==> src/rtl/tlb_pkg.sv <==
// tlb_pkg: shared definitions for the TLB refill walker.
//   - address / page / TLB geometry
//   - PTE bit positions
//   - walker state encoding
package tlb_pkg;

    localparam int VA_W     = 16;
    localparam int OFFSET_W = 6;
    localparam int VPN_W    = VA_W - OFFSET_W;
    localparam int PPN_W    = 10;
    localparam int ENTRIES  = 50;
    localparam int IDX_W    = 6;
    localparam int PTE_W    = 16;

    localparam int PTE_V = 15;
    localparam int PTE_D = 14;

    typedef enum logic [2:0] {
        IDLE,
        WB_REQ,
        REQ,
        WAIT,
        CHECK,
        FILL,
        DONE
    } walk_state_e;

endpackage

==> src/rtl/tlb_victim_ptr.sv <==
// tlb_victim_ptr: round-robin TLB victim slot pointer.
//   clk_i  in   clock
//   rst_i  in   async active-high reset, pointer -> 0
//   inc_i  in   advance to the next slot
//   ptr_o  out  current victim slot, wraps N_ENTRIES-1 -> 0
module tlb_victim_ptr
    import tlb_pkg::*;
#(
    parameter int N_ENTRIES = ENTRIES,
    parameter int W         = IDX_W
) (
    input  logic         clk_i,
    input  logic         rst_i,
    input  logic         inc_i,
    output logic [W-1:0] ptr_o
);

    logic [W-1:0] ptr_q;
    logic [W-1:0] ptr_d;

    always_comb begin
        ptr_d = ptr_q;
        if (inc_i) begin
            ptr_d = (ptr_q == W'(N_ENTRIES - 1)) ? '0 : ptr_q + W'(1);
        end
    end

    always_ff @(posedge clk_i or posedge rst_i) begin
        if (rst_i) begin
            ptr_q <= '0;
        end else begin
            ptr_q <= ptr_d;
        end
    end

    assign ptr_o = ptr_q;

endmodule

==> src/rtl/tlb_refill_walker.sv <==
// tlb_refill_walker: fills a TLB slot after a lookup miss by reading the PTE
// at ptbr + vpn. A valid PTE is written into the round-robin victim slot and
// done pulses; an invalid PTE pulses fault instead.
//
// Ports
//   clk_i, rst_i                 clock, async active-high reset
//   miss_valid_i/miss_vpn_i      miss request and missing virtual page
//   miss_ready_o                 walker idle (request taken on valid&&ready)
//   ptbr_i                       page-table base address
//   mem_req_o/mem_addr_o         memory request, held until mem_gnt_i
//   mem_rvalid_i/mem_rdata_i     PTE read return ([15] valid, [14] dirty, PPN)
//   tlb_we_o/tlb_idx_o/...       TLB write port (idx always shows victim)
//   victim_*_i                   current victim slot contents (write-back only)
//   mem_we_o/mem_wdata_o         write qualifier / data (write-back only)
//   done_o, fault_o              one-cycle completion / page-fault pulses
//
// Build option: TLB_DIRTY_WRITEBACK_EN writes a dirty victim's PTE back to
// memory (state WB_REQ) before the refill read. Without it the victim_*
// inputs are ignored and mem_we_o/mem_wdata_o are tied low.
//
// State    | meaning
// IDLE     | ready for a miss
// WB_REQ   | writing the dirty victim PTE back (option only)
// REQ      | PTE read requested, waiting for grant
// WAIT     | waiting for read data
// CHECK    | PTE valid check, fault pulse on invalid
// FILL     | TLB write strobe
// DONE     | done pulse
module tlb_refill_walker
    import tlb_pkg::*;
(
    input  logic             clk_i,
    input  logic             rst_i,
    input  logic             miss_valid_i,
    input  logic [VPN_W-1:0] miss_vpn_i,
    output logic             miss_ready_o,
    input  logic [VA_W-1:0]  ptbr_i,
    output logic             mem_req_o,
    output logic [VA_W-1:0]  mem_addr_o,
    input  logic             mem_gnt_i,
    input  logic             mem_rvalid_i,
    input  logic [PTE_W-1:0] mem_rdata_i,
    output logic             tlb_we_o,
    output logic [IDX_W-1:0] tlb_idx_o,
    output logic [VPN_W-1:0] tlb_vpn_o,
    output logic [PPN_W-1:0] tlb_ppn_o,
    output logic             tlb_dirty_o,
    input  logic             victim_dirty_i,
    input  logic [VPN_W-1:0] victim_vpn_i,
    input  logic [PPN_W-1:0] victim_ppn_i,
    output logic             mem_we_o,
    output logic [PTE_W-1:0] mem_wdata_o,
    output logic             done_o,
    output logic             fault_o
);

    walk_state_e      state_q;
    logic             miss_ready_q;
    logic             mem_req_q;
    logic [VA_W-1:0]  addr_q;
    logic [VPN_W-1:0] vpn_q;
    logic [PTE_W-1:0] pte_q;
    logic             tlb_we_q;
    logic             done_q;
    logic             fault_q;
    logic [VA_W-1:0]  pte_addr;

    assign pte_addr = ptbr_i + {{(VA_W-VPN_W){1'b0}}, miss_vpn_i};

`ifdef TLB_DIRTY_WRITEBACK_EN
    logic             mem_we_q;
    logic [PTE_W-1:0] wdata_q;
    logic [VA_W-1:0]  pte_addr_q;
`endif

    always_ff @(posedge clk_i or posedge rst_i) begin
        if (rst_i) begin
            state_q      <= IDLE;
            miss_ready_q <= 1'b1;
            mem_req_q    <= 1'b0;
            addr_q       <= '0;
            vpn_q        <= '0;
            pte_q        <= '0;
            tlb_we_q     <= 1'b0;
            done_q       <= 1'b0;
            fault_q      <= 1'b0;
`ifdef TLB_DIRTY_WRITEBACK_EN
            mem_we_q     <= 1'b0;
            wdata_q      <= '0;
            pte_addr_q   <= '0;
`endif
        end else begin
            // single-cycle pulses
            tlb_we_q <= 1'b0;
            done_q   <= 1'b0;
            fault_q  <= 1'b0;
            case (state_q)
                IDLE: begin
                    if (miss_valid_i) begin
                        vpn_q        <= miss_vpn_i;
                        miss_ready_q <= 1'b0;
                        mem_req_q    <= 1'b1;
`ifdef TLB_DIRTY_WRITEBACK_EN
                        if (victim_dirty_i) begin
                            state_q    <= WB_REQ;
                            mem_we_q   <= 1'b1;
                            addr_q     <= ptbr_i + {{(VA_W-VPN_W){1'b0}}, victim_vpn_i};
                            wdata_q    <= {1'b1, 1'b0, {(PTE_W-2-PPN_W){1'b0}}, victim_ppn_i};
                            pte_addr_q <= pte_addr;
                        end else begin
                            state_q <= REQ;
                            addr_q  <= pte_addr;
                        end
`else
                        state_q <= REQ;
                        addr_q  <= pte_addr;
`endif
                    end
                end
`ifdef TLB_DIRTY_WRITEBACK_EN
                WB_REQ: begin
                    // mem_req stays high straight into the PTE read
                    if (mem_gnt_i) begin
                        state_q  <= REQ;
                        mem_we_q <= 1'b0;
                        wdata_q  <= '0;
                        addr_q   <= pte_addr_q;
                    end
                end
`endif
                REQ: begin
                    if (mem_gnt_i) begin
                        state_q   <= WAIT;
                        mem_req_q <= 1'b0;
                    end
                end
                WAIT: begin
                    // fault is decided here so the pulse lines up with CHECK
                    if (mem_rvalid_i) begin
                        pte_q   <= mem_rdata_i;
                        fault_q <= ~mem_rdata_i[PTE_V];
                        state_q <= CHECK;
                    end
                end
                CHECK: begin
                    if (pte_q[PTE_V]) begin
                        state_q  <= FILL;
                        tlb_we_q <= 1'b1;
                    end else begin
                        state_q      <= IDLE;
                        miss_ready_q <= 1'b1;
                    end
                end
                FILL: begin
                    state_q <= DONE;
                    done_q  <= 1'b1;
                end
                DONE: begin
                    state_q      <= IDLE;
                    miss_ready_q <= 1'b1;
                end
                default: begin
                    state_q      <= IDLE;
                    miss_ready_q <= 1'b1;
                    mem_req_q    <= 1'b0;
                end
            endcase
        end
    end

    tlb_victim_ptr #(
        .N_ENTRIES (ENTRIES),
        .W         (IDX_W)
    ) u_victim_ptr (
        .clk_i (clk_i),
        .rst_i (rst_i),
        .inc_i (state_q == FILL),
        .ptr_o (tlb_idx_o)
    );

    assign miss_ready_o = miss_ready_q;
    assign mem_req_o    = mem_req_q;
    assign mem_addr_o   = addr_q;
    assign tlb_we_o     = tlb_we_q;
    assign tlb_vpn_o    = vpn_q;
    assign tlb_ppn_o    = pte_q[PPN_W-1:0];
    assign tlb_dirty_o  = pte_q[PTE_D];
    assign done_o       = done_q;
    assign fault_o      = fault_q;

    // PTE bits between the dirty flag and the PPN carry nothing here
    logic unused_pte;
    assign unused_pte = ^pte_q[PTE_D-1:PPN_W];

`ifdef TLB_DIRTY_WRITEBACK_EN
    assign mem_we_o    = mem_we_q;
    assign mem_wdata_o = wdata_q;
`else
    assign mem_we_o    = 1'b0;
    assign mem_wdata_o = '0;

    logic unused_victim;
    assign unused_victim = ^{victim_dirty_i, victim_vpn_i, victim_ppn_i};
`endif

endmodule

==> config.mk <==
export PLATFORM = sky130hd
export DESIGN_NAME = tlb_refill_walker
export DESIGN_NICKNAME = d
export VERILOG_FILES = /design/src/rtl/tlb_pkg.sv /design/src/rtl/tlb_victim_ptr.sv /design/src/rtl/tlb_refill_walker.sv
export SDC_FILE = /design/constraint.sdc
export NUM_CORES = 1
export LEC_CHECK = 0
export CAP_MARGIN = 40
export CORE_MARGIN = 8
export CORE_UTILIZATION = 42
export CTS_CLUSTER_SIZE = 40
export DETAILED_ROUTE_END_ITERATION = 7
export PLACE_DENSITY_LB_ADDON = 0.25
export SYNTH_ARGS = -nofsm -noshare
export SYNTH_HDL_FRONTEND = slang
export SYNTH_SLANG_ARGS = --single-unit
==> constraint.sdc <==
create_clock -name clk_i -period 2.2 [get_ports clk_i]
set_clock_uncertainty 0.15 [all_clocks]
set_input_delay 0.33 -clock clk_i [delete_from_list [all_inputs] [get_ports clk_i]]
set_output_delay 0.33 -clock clk_i [all_outputs]
set_load 0.01 [all_outputs]
==> summary.txt <==
Floorplan
  – Starting Density: 42.7%
  – # IOs: 133
  – Die area: 9730 um^2
  – Die width: 98.6 um
  – Row cnt: 30
  – Chip Height: 98.6 um
  – Core area: 6720 um^2

Placement
  – Area of placed instances: 3890 um^2
  – RePlAce Congestion: 0.809
  – Port bufs: 90
  – Placed cells: 468
  – Pre-CTS worst setup slack: -0.611 ns
  – HPWL Detailed: 5410 um

Critical path
  – Crit path max fanout: 2
  – CP Launch Type: primary input
  – CP endpoint kind: flip-flop
  – Worst Path Arrival: 2.20 ns
  – Critical path cell sequence: clkdlybuf4s15_2 -> ha_4 -> fa_2 -> a211o_1 -> a21o_1 -> a211o_1 -> a31oi_2 -> xor2_1 -> o21ai_1
  – Crit-path slowest cell: fa_2
  – Cell mode on critical path: a211o_1
  – WP data required: 2.24 ns
  – Setup CP Type: in -> reg
  – Largest stage delay on the critical path: 0.34 ns

Power
  – Clock power frac: 16.5%
  – Seq pwr share: 37.8%
  – Sw frac: 33.2%
  – P_int: 2830 uW
  – Max VDD drop: 0.473 mV
  – Logic pwr share: 45.7%
  – Leak Pwr: 0.00188 uW
  – PD cells: 1040 nW/um^2
  – Psw: 1410 uW

Routing
  – 1st-iter DRT viols: 43
  – Router iterations before antenna repair: 4
  – Final wirelength: 7040 um
  – Via density: 4.90
  – Drt wl/cell: 14.7 um
  – DRC Markers: 0
  – Routed Antenna Nets: 0
  – Via count: 2349

Logic synthesis
  – FFs w/ async S/R, synth: 100%
  – Syn Area/Cell: 9.72 um^2
  – Synth top area share: 44.5%
  – Yosys reg bits: 52
  – Count of different cell masters after synthesis: 49
  – Number of synthesized flops with an enable pin: 0
  – Largest area contributor in the netlist: dfrtp_1
  – Synthesized area: 2870 um^2
  – Main synth FF type: dfrtp_1
  – Syn. warnings: 0
  – Seq/Total Area, Yosys: 45.4%
  – Mapped Cells: 295
  – Synth area leaders: dfrtp_1 (45%), nand2_1 (7.9%), buf_4 (7.1%), ha_1 (5.2%), mux2_2 (4.3%)

Global routing
  – M1 GR Usage: 16.8%
  – All-Layer GR Usage: 14.7%
  – Vias in the first global route: 2447
  – GR Overflow Total: 0
  – Largest net degree at the start of global routing: 53
  – Met3 GRT Util: 4.79%
  – Gr busiest metal: met2
  – Initial antenna violation count: 0
  – First-pass GRT wire length: 11700 um
  – Met2 GRT Util: 25.7%

Run status
  – Status: finished clean

STA
  – Setup WS post-layout: 0.0391 ns
  – Crit share post-route: 98.2%
  – Slew Viols, Final: 0
  – Peak Freq: 463 MHz
  – Final min period: 2.16 ns
  – Final TNS setup: 0 ns
  – RSZ-0062 raised after global routing: yes
  – Setup Viol. Count Final: 0
  – Final Hold Fails: 0

Clock network
  – Reg clk slew, reported paths: 0.10 ns
  – H-tree levels: 2
  – Clock root buffer: clkbuf_8
  – Clk buf depth: 2
  – TritonCTS Buffers: 5
  – CTS tree: built
  – Post-CTS Hold Buffers: 0
  – Sink Count: 52
  – Clock Latency Late Sink: 0.30 ns

Finish
  – Layout cell share with drive strength beyond 1: 16.3%
  – ANT cells: 0
  – # nets final: 479
  – Post-route insts no fill: 479
  – Area delta synth->final: 42.1%
  – Post-route cell area: 4080 um^2
  – Fill count: 566

Worst hold path
  – Min-delay worst type: in -> reg

Run
  – Max Cap Viol: 0
## what timing repair did
item | CTS | global route
resized for setup | 15 | 6
pin swaps | 15 | 6
setup endpoints to repair | 9 | 8
buffers inserted | 3 | 0
## cell families after synthesis
kind of cell | share of synthesized area, %
other cells | 0.131
simple gates | 14.9
mux | 5.10
compound gates | 15.1
flops | 45.4
fa+ha+maj | 5.93
xor+xnor | 3.67
buf+inv | 9.77
## layer usage
layer  routed length [um]  vias up
li1                     -     1172
met1                 3030     1100
met2                 3490       71
met3                  463        6
met4                   57        0
met5                    0        -
## area by class of cell
class,count,area (um^2),share of cell area (%)
clock inverter,2,38.8,0.952
tap,80,100,2.46
multi-input combinational,216,1400,34.4
sequential,52,1300,32.0
timing repair buffer,115,1120,27.5
clock buffer,6,82.6,2.03
inverter,8,30.0,0.737
## final timing paths
| check | startpoint | end | slack (ns) | cells past startpoint |
|---|---|---|---|---|
| setup / recovery | miss_vpn_i[0] | mem_addr_o[8] | 0.04 | 9 |
| hold / removal | miss_vpn_i[3] | tlb_vpn_o[3] | 0.20 | 3 |
| setup reg to reg | state_q[1] | pte_q[6] | 0.43 | 4 |
| hold reg to reg | tlb_vpn_o[0] | tlb_vpn_o[0] | 0.33 | 2 |
| max in group asynchronous | rst_i | miss_ready_o | 1.38 | 3 |
| min in group asynchronous | rst_i | tlb_vpn_o[1] | 0.23 | 3 |
## flip-flops by register name, indices dropped and copies added, names as in the netlist
signal / flops
mem_req_o: 1
tlb_we_o: 1
fault_o: 1
pte_q: 12
tlb_vpn_o: 10
state_q: 3
u_victim_ptr.ptr_o: 6
miss_ready_o: 1
mem_addr_o: 16
done_o: 1
## power by group through the flow
stage          logic, uW  registers [uW]  clock network, uW
2_1_floorplan        968            1690                  0
3_3_place_gp        1930            1600                  0
3_5_place_dp        1960            1630                  0
4_1_cts             1970            1610                726
5_1_grt             2140            1660                759
6_report            1930            1600                699
## Yosys cell counts, types with 3 or more instances
library cell / n
a211o_1: 3
a21oi_1: 13
buf_4: 27
clkbuf_1: 4
dfrtp_1: 51
ha_1: 12
inv_1: 8
mux2_2: 11
nand2_1: 60
nand3_1: 9
nor2_1: 11
nor2b_1: 4
nor3_1: 3
o21a_1: 3
o21ai_0: 12
o21ai_1: 10
xnor2_1: 3
xor2_1: 9
## cells in the final DEF (no fill, tap or decap), drive strengths merged, types with 8 or more instances in the layout
cell type,synthesis,layout
xor2,9,9
buf,31,25
clkdlybuf4s50,0,82
ha,12,12
mux2,13,13
conb,1,17
nor2,11,11
inv,8,8
dfrtp,51,51
nand2,60,60
o21ai,22,22
nand3,9,9
a21oi,14,14
## worst max-delay path, delay by kind of cell
family | cells | cell delay, ns
AO/OA/AOI/OAI | 5 | 0.99
XOR/XNOR | 1 | 0.17
adder cells (fa/ha/maj) | 2 | 0.51
buffers and inverters | 1 | 0.21
## metrics by stage
step	hold slack, ns	power (uW)	util [%]
floorplan	0.246	2660	-
global placement	0.308	3530	57.9
detailed placement	0.312	3580	57.9
CTS	0.215	4300	60.2
global route	0.215	4560	60.7
finish	0.201	4230	60.7
No activity file was read; power rests on OpenSTA's default activity.
